**config.mk**
```make
export PLATFORM = sky130hd
export DESIGN_NAME = tl_addr_router
export DESIGN_NICKNAME = d
export VERILOG_FILES = /design/src/rtl/tl_addr_router.sv
export SDC_FILE = /design/constraint.sdc
export NUM_CORES = 1
export LEC_CHECK = 0
export BUFFER_PORTS_ARGS = -buffer_cell sky130_fd_sc_hd__buf_2
export CORE_AREA = 2 2 117 119
export CTS_BUF_LIST = sky130_fd_sc_hd__clkbuf_16
export DETAILED_ROUTE_END_ITERATION = 7
export DIE_AREA = 0 0 119 121
export SYNTH_ARGS = -nofsm -noshare
export SYNTH_HDL_FRONTEND = slang
export SYNTH_SLANG_ARGS = --single-unit
```
**constraint.sdc**
```tcl
create_clock -name clock -period 4.9 [get_ports clock]
set_input_delay 0.735 -clock clock [delete_from_list [all_inputs] [get_ports clock]]
set_output_delay 0.735 -clock clock [all_outputs]
set_load 0.01 [all_outputs]
```
**src/rtl/tl_addr_router.sv**
```systemverilog
// TileLink-UL A/D router: decodes A-channel addresses onto N slave regions plus an
// internal error responder, and returns D beats in request order.
module tl_addr_router #(
    parameter int N_SLAVES = 2,
    parameter int ADDR_W   = 32,
    parameter int DATA_W   = 32,
    parameter int SRC_W    = 4,
    parameter int MAX_OUT  = 4,
    parameter logic [N_SLAVES*ADDR_W-1:0] REGION_BASE = {32'h2000, 32'h0000},
    parameter logic [N_SLAVES*ADDR_W-1:0] REGION_SIZE = {32'h2000, 32'h2000}
) (
    input  logic                           clock,
    input  logic                           reset,
    // master A
    input  logic                           a_valid,
    output logic                           a_ready,
    input  logic [2:0]                     a_opcode,
    input  logic [2:0]                     a_size,
    input  logic [SRC_W-1:0]               a_source,
    input  logic [ADDR_W-1:0]              a_address,
    input  logic [DATA_W/8-1:0]            a_mask,
    input  logic [DATA_W-1:0]              a_data,
    // master D
    output logic                           d_valid,
    input  logic                           d_ready,
    output logic [2:0]                     d_opcode,
    output logic [2:0]                     d_size,
    output logic [SRC_W-1:0]               d_source,
    output logic [DATA_W-1:0]              d_data,
    output logic                           d_denied,
    // slave A
    output logic [N_SLAVES-1:0]            s_a_valid,
    input  logic [N_SLAVES-1:0]            s_a_ready,
    output logic [2:0]                     s_a_opcode,
    output logic [2:0]                     s_a_size,
    output logic [SRC_W-1:0]               s_a_source,
    output logic [ADDR_W-1:0]              s_a_address,
    output logic [DATA_W/8-1:0]            s_a_mask,
    output logic [DATA_W-1:0]              s_a_data,
    // slave D
    input  logic [N_SLAVES-1:0]            s_d_valid,
    output logic [N_SLAVES-1:0]            s_d_ready,
    input  logic [N_SLAVES*3-1:0]          s_d_opcode,
    input  logic [N_SLAVES*3-1:0]          s_d_size,
    input  logic [N_SLAVES*SRC_W-1:0]      s_d_source,
    input  logic [N_SLAVES*DATA_W-1:0]     s_d_data,
    input  logic [N_SLAVES-1:0]            s_d_denied,
    // status
    output logic [N_SLAVES:0]              route_oh,
    output logic [$clog2(MAX_OUT+1)-1:0]   outstanding,
    output logic                           err_hit
);

    localparam int TGT_W = $clog2(N_SLAVES + 1);
    localparam int CNT_W = $clog2(MAX_OUT + 1);
    localparam logic [TGT_W-1:0] ERR_TGT = TGT_W'(N_SLAVES);
    localparam logic [CNT_W-1:0] CNT_MAX = CNT_W'(MAX_OUT);

    logic [CNT_W-1:0] cnt_q, cnt_d;
    logic [TGT_W-1:0] cur_tgt_q, cur_tgt_d;
    logic             err_full_q, err_full_d;
    logic [2:0]       err_opcode_q, err_opcode_d;
    logic [2:0]       err_size_q, err_size_d;
    logic [SRC_W-1:0] err_source_q, err_source_d;
    logic             err_hit_q, err_hit_d;

    logic [N_SLAVES-1:0] hit;
    logic [TGT_W-1:0]    tgt;
    logic                stall;
    logic                a_fire;
    logic                d_fire;
    logic                err_fire;

    // Per-region decode; the subtraction only matters once address >= base, so it never wraps.
    generate
        for (genvar gi = 0; gi < N_SLAVES; gi++) begin : g_dec
            logic [ADDR_W-1:0] base;
            logic [ADDR_W-1:0] size;
            assign base    = REGION_BASE[gi*ADDR_W +: ADDR_W];
            assign size    = REGION_SIZE[gi*ADDR_W +: ADDR_W];
            assign hit[gi] = (a_address >= base) && ((a_address - base) < size);
        end
    endgenerate

    always_comb begin
        tgt = ERR_TGT;
        for (int i = N_SLAVES - 1; i >= 0; i--) begin
            if (hit[i]) begin
                tgt = TGT_W'(i);
            end
        end
        route_oh      = '0;
        route_oh[tgt] = 1'b1;
    end

    // Holding new requests while a different target has responses pending keeps D in order.
    always_comb begin
        stall     = (cnt_q == CNT_MAX) || ((cnt_q != '0) && (tgt != cur_tgt_q));
        a_ready   = 1'b0;
        s_a_valid = '0;
        if (!stall) begin
            if (tgt == ERR_TGT) begin
                a_ready = !err_full_q;
            end else begin
                for (int i = 0; i < N_SLAVES; i++) begin
                    if (tgt == TGT_W'(i)) begin
                        a_ready      = s_a_ready[i];
                        s_a_valid[i] = a_valid;
                    end
                end
            end
        end
    end

    assign s_a_opcode  = a_opcode;
    assign s_a_size    = a_size;
    assign s_a_source  = a_source;
    assign s_a_address = a_address;
    assign s_a_mask    = a_mask;
    assign s_a_data    = a_data;

    always_comb begin
        d_valid   = 1'b0;
        d_opcode  = 3'd0;
        d_size    = 3'd0;
        d_source  = '0;
        d_data    = '0;
        d_denied  = 1'b0;
        s_d_ready = '0;
        if (cnt_q != '0) begin
            if (cur_tgt_q == ERR_TGT) begin
                d_valid  = err_full_q;
                d_opcode = (err_opcode_q == 3'd4) ? 3'd1 : 3'd0;
                d_size   = err_size_q;
                d_source = err_source_q;
                d_denied = 1'b1;
            end else begin
                for (int i = 0; i < N_SLAVES; i++) begin
                    if (cur_tgt_q == TGT_W'(i)) begin
                        d_valid      = s_d_valid[i];
                        d_opcode     = s_d_opcode[i*3 +: 3];
                        d_size       = s_d_size[i*3 +: 3];
                        d_source     = s_d_source[i*SRC_W +: SRC_W];
                        d_data       = s_d_data[i*DATA_W +: DATA_W];
                        d_denied     = s_d_denied[i];
                        s_d_ready[i] = d_ready;
                    end
                end
            end
        end
    end

    always_comb begin
        a_fire   = a_valid && a_ready;
        d_fire   = d_valid && d_ready;
        err_fire = a_fire && (tgt == ERR_TGT);

        cnt_d = cnt_q;
        if (a_fire && !d_fire) begin
            cnt_d = cnt_q + CNT_W'(1);
        end else if (!a_fire && d_fire) begin
            cnt_d = cnt_q - CNT_W'(1);
        end

        cur_tgt_d = a_fire ? tgt : cur_tgt_q;

        err_full_d   = err_full_q;
        err_opcode_d = err_opcode_q;
        err_size_d   = err_size_q;
        err_source_d = err_source_q;
        if (err_fire) begin
            err_full_d   = 1'b1;
            err_opcode_d = a_opcode;
            err_size_d   = a_size;
            err_source_d = a_source;
        end else if (d_fire && (cur_tgt_q == ERR_TGT)) begin
            err_full_d = 1'b0;
        end

        err_hit_d = err_fire;
    end

    always_ff @(posedge clock or negedge reset) begin
        if (!reset) begin
            cnt_q        <= '0;
            cur_tgt_q    <= '0;
            err_full_q   <= 1'b0;
            err_opcode_q <= 3'd0;
            err_size_q   <= 3'd0;
            err_source_q <= '0;
            err_hit_q    <= 1'b0;
        end else begin
            cnt_q        <= cnt_d;
            cur_tgt_q    <= cur_tgt_d;
            err_full_q   <= err_full_d;
            err_opcode_q <= err_opcode_d;
            err_size_q   <= err_size_d;
            err_source_q <= err_source_d;
            err_hit_q    <= err_hit_d;
        end
    end

    assign outstanding = cnt_q;
    assign err_hit     = err_hit_q;

endmodule

```
Word level (Yosys, flattened, before mapping)
Cells that the tools add are included.
- add/subtract/negate cells: 3
- $mul: 0
- div/mod/pow operators: 0
- $lt $le $gt $ge: 6
- eq/ne operators: 7
- shift-type cells: 0
- muxes and demuxes: 45
- bitwise gates (word level): 0
- reduce and logical (&&, ||, !) cells: 19
- operators with widths (operator ; count):
    $mux W32 ; 4
    $lt A32 B14 Y1 const B ; 2
    $ge A32 B1 Y1 const B ; 1
    $ge A32 B14 Y1 const B ; 1
    $sub A32 B14 Y32 const B ; 1
    $mux W3 ; 10
    $mux W1 ; 20
    $mux W4 ; 4
    $mux W2 ; 6
    $logic_and A1 B1 Y1 ; 10
    $eq A3 B3 Y1 const B ; 2
    $eq A2 B1 Y1 const B ; 2
    $eq A2 B2 Y1 const B ; 2
    $logic_not A2 Y1 ; 2
    $reduce_bool A2 Y1 ; 2
    $add A3 B1 Y3 const B ; 1
    $logic_not A1 Y1 ; 3
    $lt A2 B3 Y1 const B ; 1
    $reduce_bool A3 Y1 ; 1
    $sub A3 B1 Y3 const B ; 1
    $demux W1 S2 ; 1
    $ge A2 B1 Y1 const B ; 1
    $ne A2 B2 Y1 ; 1
    $logic_or A1 B1 Y1 ; 1
- register bits after elaboration: 17
- latch bits: 0
- bits in writable memories: 0
- bits in read-only memories: 0
- input port bits: 172
- output and inout port bits: 134
- word-level logic and storage cells: 87
- memories: 0

Logic depth before layout (Yosys ltp)
- depth in word-level cells: 15
- mapped depth: 15
- gate-level depth less buffers: 15

Least setup slack after synthesis
No wires, ideal clock.
- kind: input -> register
- start point: in a_address[13]
- end point: reg cnt_q[1] (netlist: outstanding[1])
- library setup time: 125 ps
- arrival time: 3485 ps
- data required time: 4775 ps
- path slack: 1290 ps
- stages on the path: 13
- buffers on the path: 0
- cells stage by stage: inv_1 ha_1 nor4b_1 nand2_1 xor2_1 nand2_1 nor4_1 o2bb2ai_1 nor4_4 ha_1 inv_1 fa_1 mux2_2
- elaborated cells between the ends (all ways): 25
- classes of those cells: 1 x add/sub; 4 x order compare; 3 x eq/ne; 7 x mux; 10 x reduce/logical
- RTL lines (item ; RTL line ; text):
    from (decl) ; 20 ; input logic [ADDR_W-1:0] a_address,
    $sub A32 B14 Y32 ; 81 ; assign hit[gi] = (a_address >= base) && ((a_address - base) < size);
    $lt A32 B14 Y1 ; 81 ;
    $logic_and A1 B1 Y1 ; 81 ;
    $mux W2 ; 88 ; if (hit[i]) begin
    $mux W2 (*) ; 88 ;
    $logic_not A2 Y1 ; 106 ; if (tgt == TGT_W'(i)) begin
    $mux W1 (2 in series) ; 106 ;
    $mux W1 ; 102 ; if (tgt == ERR_TGT) begin
    $mux W1 (*) ; 101 ; if (!stall) begin
    $logic_and A1 B1 Y1 (*) ; 154 ; a_fire = a_valid && a_ready;
    named net a_fire ; 70 ; logic a_fire;
    $logic_and A1 B1 Y1 (*) ; 159 ; if (a_fire && !d_fire) begin
    $mux W3 (*) ; 159 ;
    named net cnt_d[1] ; 59 ; logic [CNT_W-1:0] cnt_q, cnt_d;
    to (signal assigned) ; 193 ; cnt_q <= cnt_d;
    to (decl) ; 59 ;
Mark *: on every way through the listed nets, which the timed path passes. The rest lies on a longest branch.
A chain may end at the register's enable or synchronous reset.

Final worst setup path
- start point: in a_address[13]
- end point: out a_ready
- word-level cells in the longest chain between the ends: 10
- elaborated cells between the ends (all ways): 19
- classes of those cells: 1 x add/sub; 4 x order compare; 3 x eq/ne; 6 x mux; 5 x reduce/logical
- ends and longest elaborated chain (item ; RTL line ; text):
    $sub A32 B14 Y32 ; 81 ;
    $lt A32 B14 Y1 ; 81 ;
    $logic_and A1 B1 Y1 ; 81 ;
    $mux W2 ; 88 ;
    $mux W2 (*) ; 88 ;
    $logic_not A2 Y1 ; 106 ;
    $mux W1 (2 in series) ; 106 ;
    $mux W1 ; 102 ;
    $mux W1 (*) ; 101 ;
    to (decl) ; 16 ; output logic a_ready,
Mark *: on every way between the ends. The rest lies on a longest branch, timed or not.

==> impl_metrics.ini <==
[outcome]
status = complete, no violations

[setup_path]
arrival_ps = 3030
slowest_delay_ps = 380
r2r-end = outstanding[1]$_DFFE_PN0P_
cp-start-kind = primary input
required_ps = 4160
cp-startpoint = a_address[13]
reg2reg_depth = 8
worstReg2RegStart = cur_tgt_q[1]$_DFFE_PN0P_
end_kind = output port
path_cells = buf_2, inv_1, ha_1, nor4b_1, nand4_1, xor2_1, nand4_2, nor3_4, mux2i_2, nor4b_1, buf_2
cp_slowest_cell = nor4b_1
cp-endpoint = a_ready
regToRegSetupSlack_ps = 1970
critPathMaxFanout = 5
worstSetupPathType = primary input to output port

[yosys]
avgSynthCellArea_sq_um = 8.054
syn-num-nets = 486
synth-main-ff-cell = dfrtp_1
yosysMostFrequentCell = buf_4
synth_edf_count = 0
ys_ff_latch = 17
synth_area_sq_um = 2505
synthTopCellsByArea = buf_4, dfrtp_1, mux2i_1, nor2_1, mux2_4
synth_cell_types = 45
ys_seq_area_share_pct = 16.98
synth_top_area_share_pct = 23.38
yosysTopAreaCell = buf_4
synth_cells = 311
ys_top_cells_by_count = buf_4, nor2_1, mux2i_1
ys_async_sr_fraction_pct = 100.0
yosys_warnings = 0

[drt]
drt_iter0_drc = 78
dr.pass1.iters = 5
vias = 2424
routed_via_density = 3.987
detail-route-antenna-nets = 0
drc = 0
routedWlPerCell_um = 13.75
wl_mm = 8.360

[place]
hpwl_mm = 7.058
io_buffers = 207
placed_cells = 604
globalplace.congestion = 0.7258
place_ws_ps = 911.2
dpl-instance-area_sq_um = 3137

[final_layout]
diodes = 0
drive_gt1_share_pct = 55.09
final_cell_area_sq_um = 3219
num-nets-final = 608
fillers = 1483
syn2layout_area_growth_pct = 28.52
final_cells = 608

[clock_tree]
cts-buffers-inserted = 3
cts_tree = yes
cts_root_buf = clkbuf_16
clkTransAtPathRegs_ps = 60
post_cts_buffers = 0
insertion_delay_ps = 250
clock_path_buffers = 2
clock_sinks = 17
post_cts_resized = 0
h-tree-depth = 1
postCtsHoldBufs = 0

[global_routing]
grt_usage_pct = 10.56
grt.overflow.total = 0
grt_pass1_wl_mm = 12.21
antenna_found_initial = 1
grt_pass1_vias = 2238
grt_max_degree = 52

[floorplan]
fp.dieH_um = 121
row_count = 42
die_x_um = 119
die-area_sq_um = 14400
ios = 306
initial_core_util_pct = 19.14
design.core.area_sq_um = 13090

[sta]
hold_viol_final = 0
finalHoldWorstSlack_ps = 404.6
slew_violations = 0
tightest_slew_ps = 801.6
tns_ps = 0
slew-limit-headroom_pct = 46.45
fin_crit_sh_pct = 76.86
setup_viol = 0
fin_ws_ps = 1134
finClkSkew_ps = 5.205
fmax_ghz = 0.2655
layout_min_cycle_time_ps = 3766
grt_setup_unrepaired = no

[power_and_ir_drop]
ir_drop_v = 0.0001568
p_leak_nw = 1.673
cellPowerDensity_nw_per_um2 = 402.8

[hold_path]
hp-class = primary input to async pin

[flow_run]
maxCapViolCount = 0
-- cells in the final DEF, fill, tap and decap left out, drive strengths merged --
master	instances
a22oi	1
o22ai	1
nand4	3
a21o	1
nor3b	1
clkinvlp	1
fa	1
o21ai	3
a211oi	1
nor4	5
xor2	5
o31ai	1
buf	209
o211a	1
a21oi	10
or2	1
ha	2
nor3	9
clkbuf	3
nor2	62
nand4b	2
dfrtp	17
nand3	2
nor2b	1
xnor2	3
nand3b	1
mux2	12
o2bb2ai	1
nand2	16
nand2b	1
and3	1
a2111oi	1
nor4b	3
mux2i	43
inv	7
-- power by group --
part           total [W]  internal (W)  switching (W)
registers       0.000293      0.000209      0.0000834
logic           0.000834      0.000386       0.000447
clock network   0.000170      0.000110      0.0000602
total            0.00130      0.000706       0.000591
-- registers in the layout (all words and copies together), names as in the netlist --
register      flops
err_hit           1
err_full_q        1
err_size_q        3
cur_tgt_q         2
outstanding       3
err_source_q      4
err_opcode_q      3
-- final cells by class --
| type | count | area [sq um] | share of cell area, % |
|---|---|---|---|
| clock inverters | 1 | 7.507 | 0.2332 |
| clock buffers | 3 | 75.07 | 2.332 |
| repair buffers | 209 | 1051 | 32.65 |
| inverters | 7 | 26.28 | 0.8162 |
| multi-input cells | 195 | 1413 | 43.88 |
| well taps | 176 | 220.2 | 6.840 |
| flip-flops and latches | 17 | 426.7 | 13.25 |
-- per-stage QoR --
stage                     total power [W]  utilization (%)
after floorplan                 0.0008607                -
after global placement           0.001139            23.97
after detailed placement         0.001143            23.97
after CTS                        0.001319            24.60
after global routing             0.001416            24.60
final                            0.001297            24.60
-- cell families after synthesis --
family	share of synthesized area, %
DFF	16.98
muxes	23.78
and+or+nand+nor	21.93
adders and majority gates	1.798
buffers and inverters	26.82
AOI/OAI and AO/OA	5.895
xor gates and xnor gates	2.797
-- worst max-delay path, delay by kind of cell --
family,cells,cell delay [ps]
and+or+nand+nor,5,1320
buffers and inverters,3,370
xor gates and xnor gates,1,230
adders and majority gates,1,210
muxes,1,160
-- metal layers --
layer	global-route usage, %	share of wire, %
met1	14.93	45
met2	16.27	46
met3	2.538	7.5
met4	2.232	1.3
met5	0	0
-- worst min-delay path by stage --
stage / start / end / slack (ps)
detailed placement: err_opcode_q[2]$_DFFE_PN0P_ / err_opcode_q[2]$_DFFE_PN0P_ / 500
floorplan: reset / cur_tgt_q[0]$_DFFE_PN0P_ / 440
global route: reset / err_opcode_q[2]$_DFFE_PN0P_ / 440
global placement: err_opcode_q[2]$_DFFE_PN0P_ / err_opcode_q[2]$_DFFE_PN0P_ / 500
CTS: reset / err_opcode_q[2]$_DFFE_PN0P_ / 420
finish: reset / err_opcode_q[0]$_DFFE_PN0P_ / 400
Power figures use the tool's default switching activity.
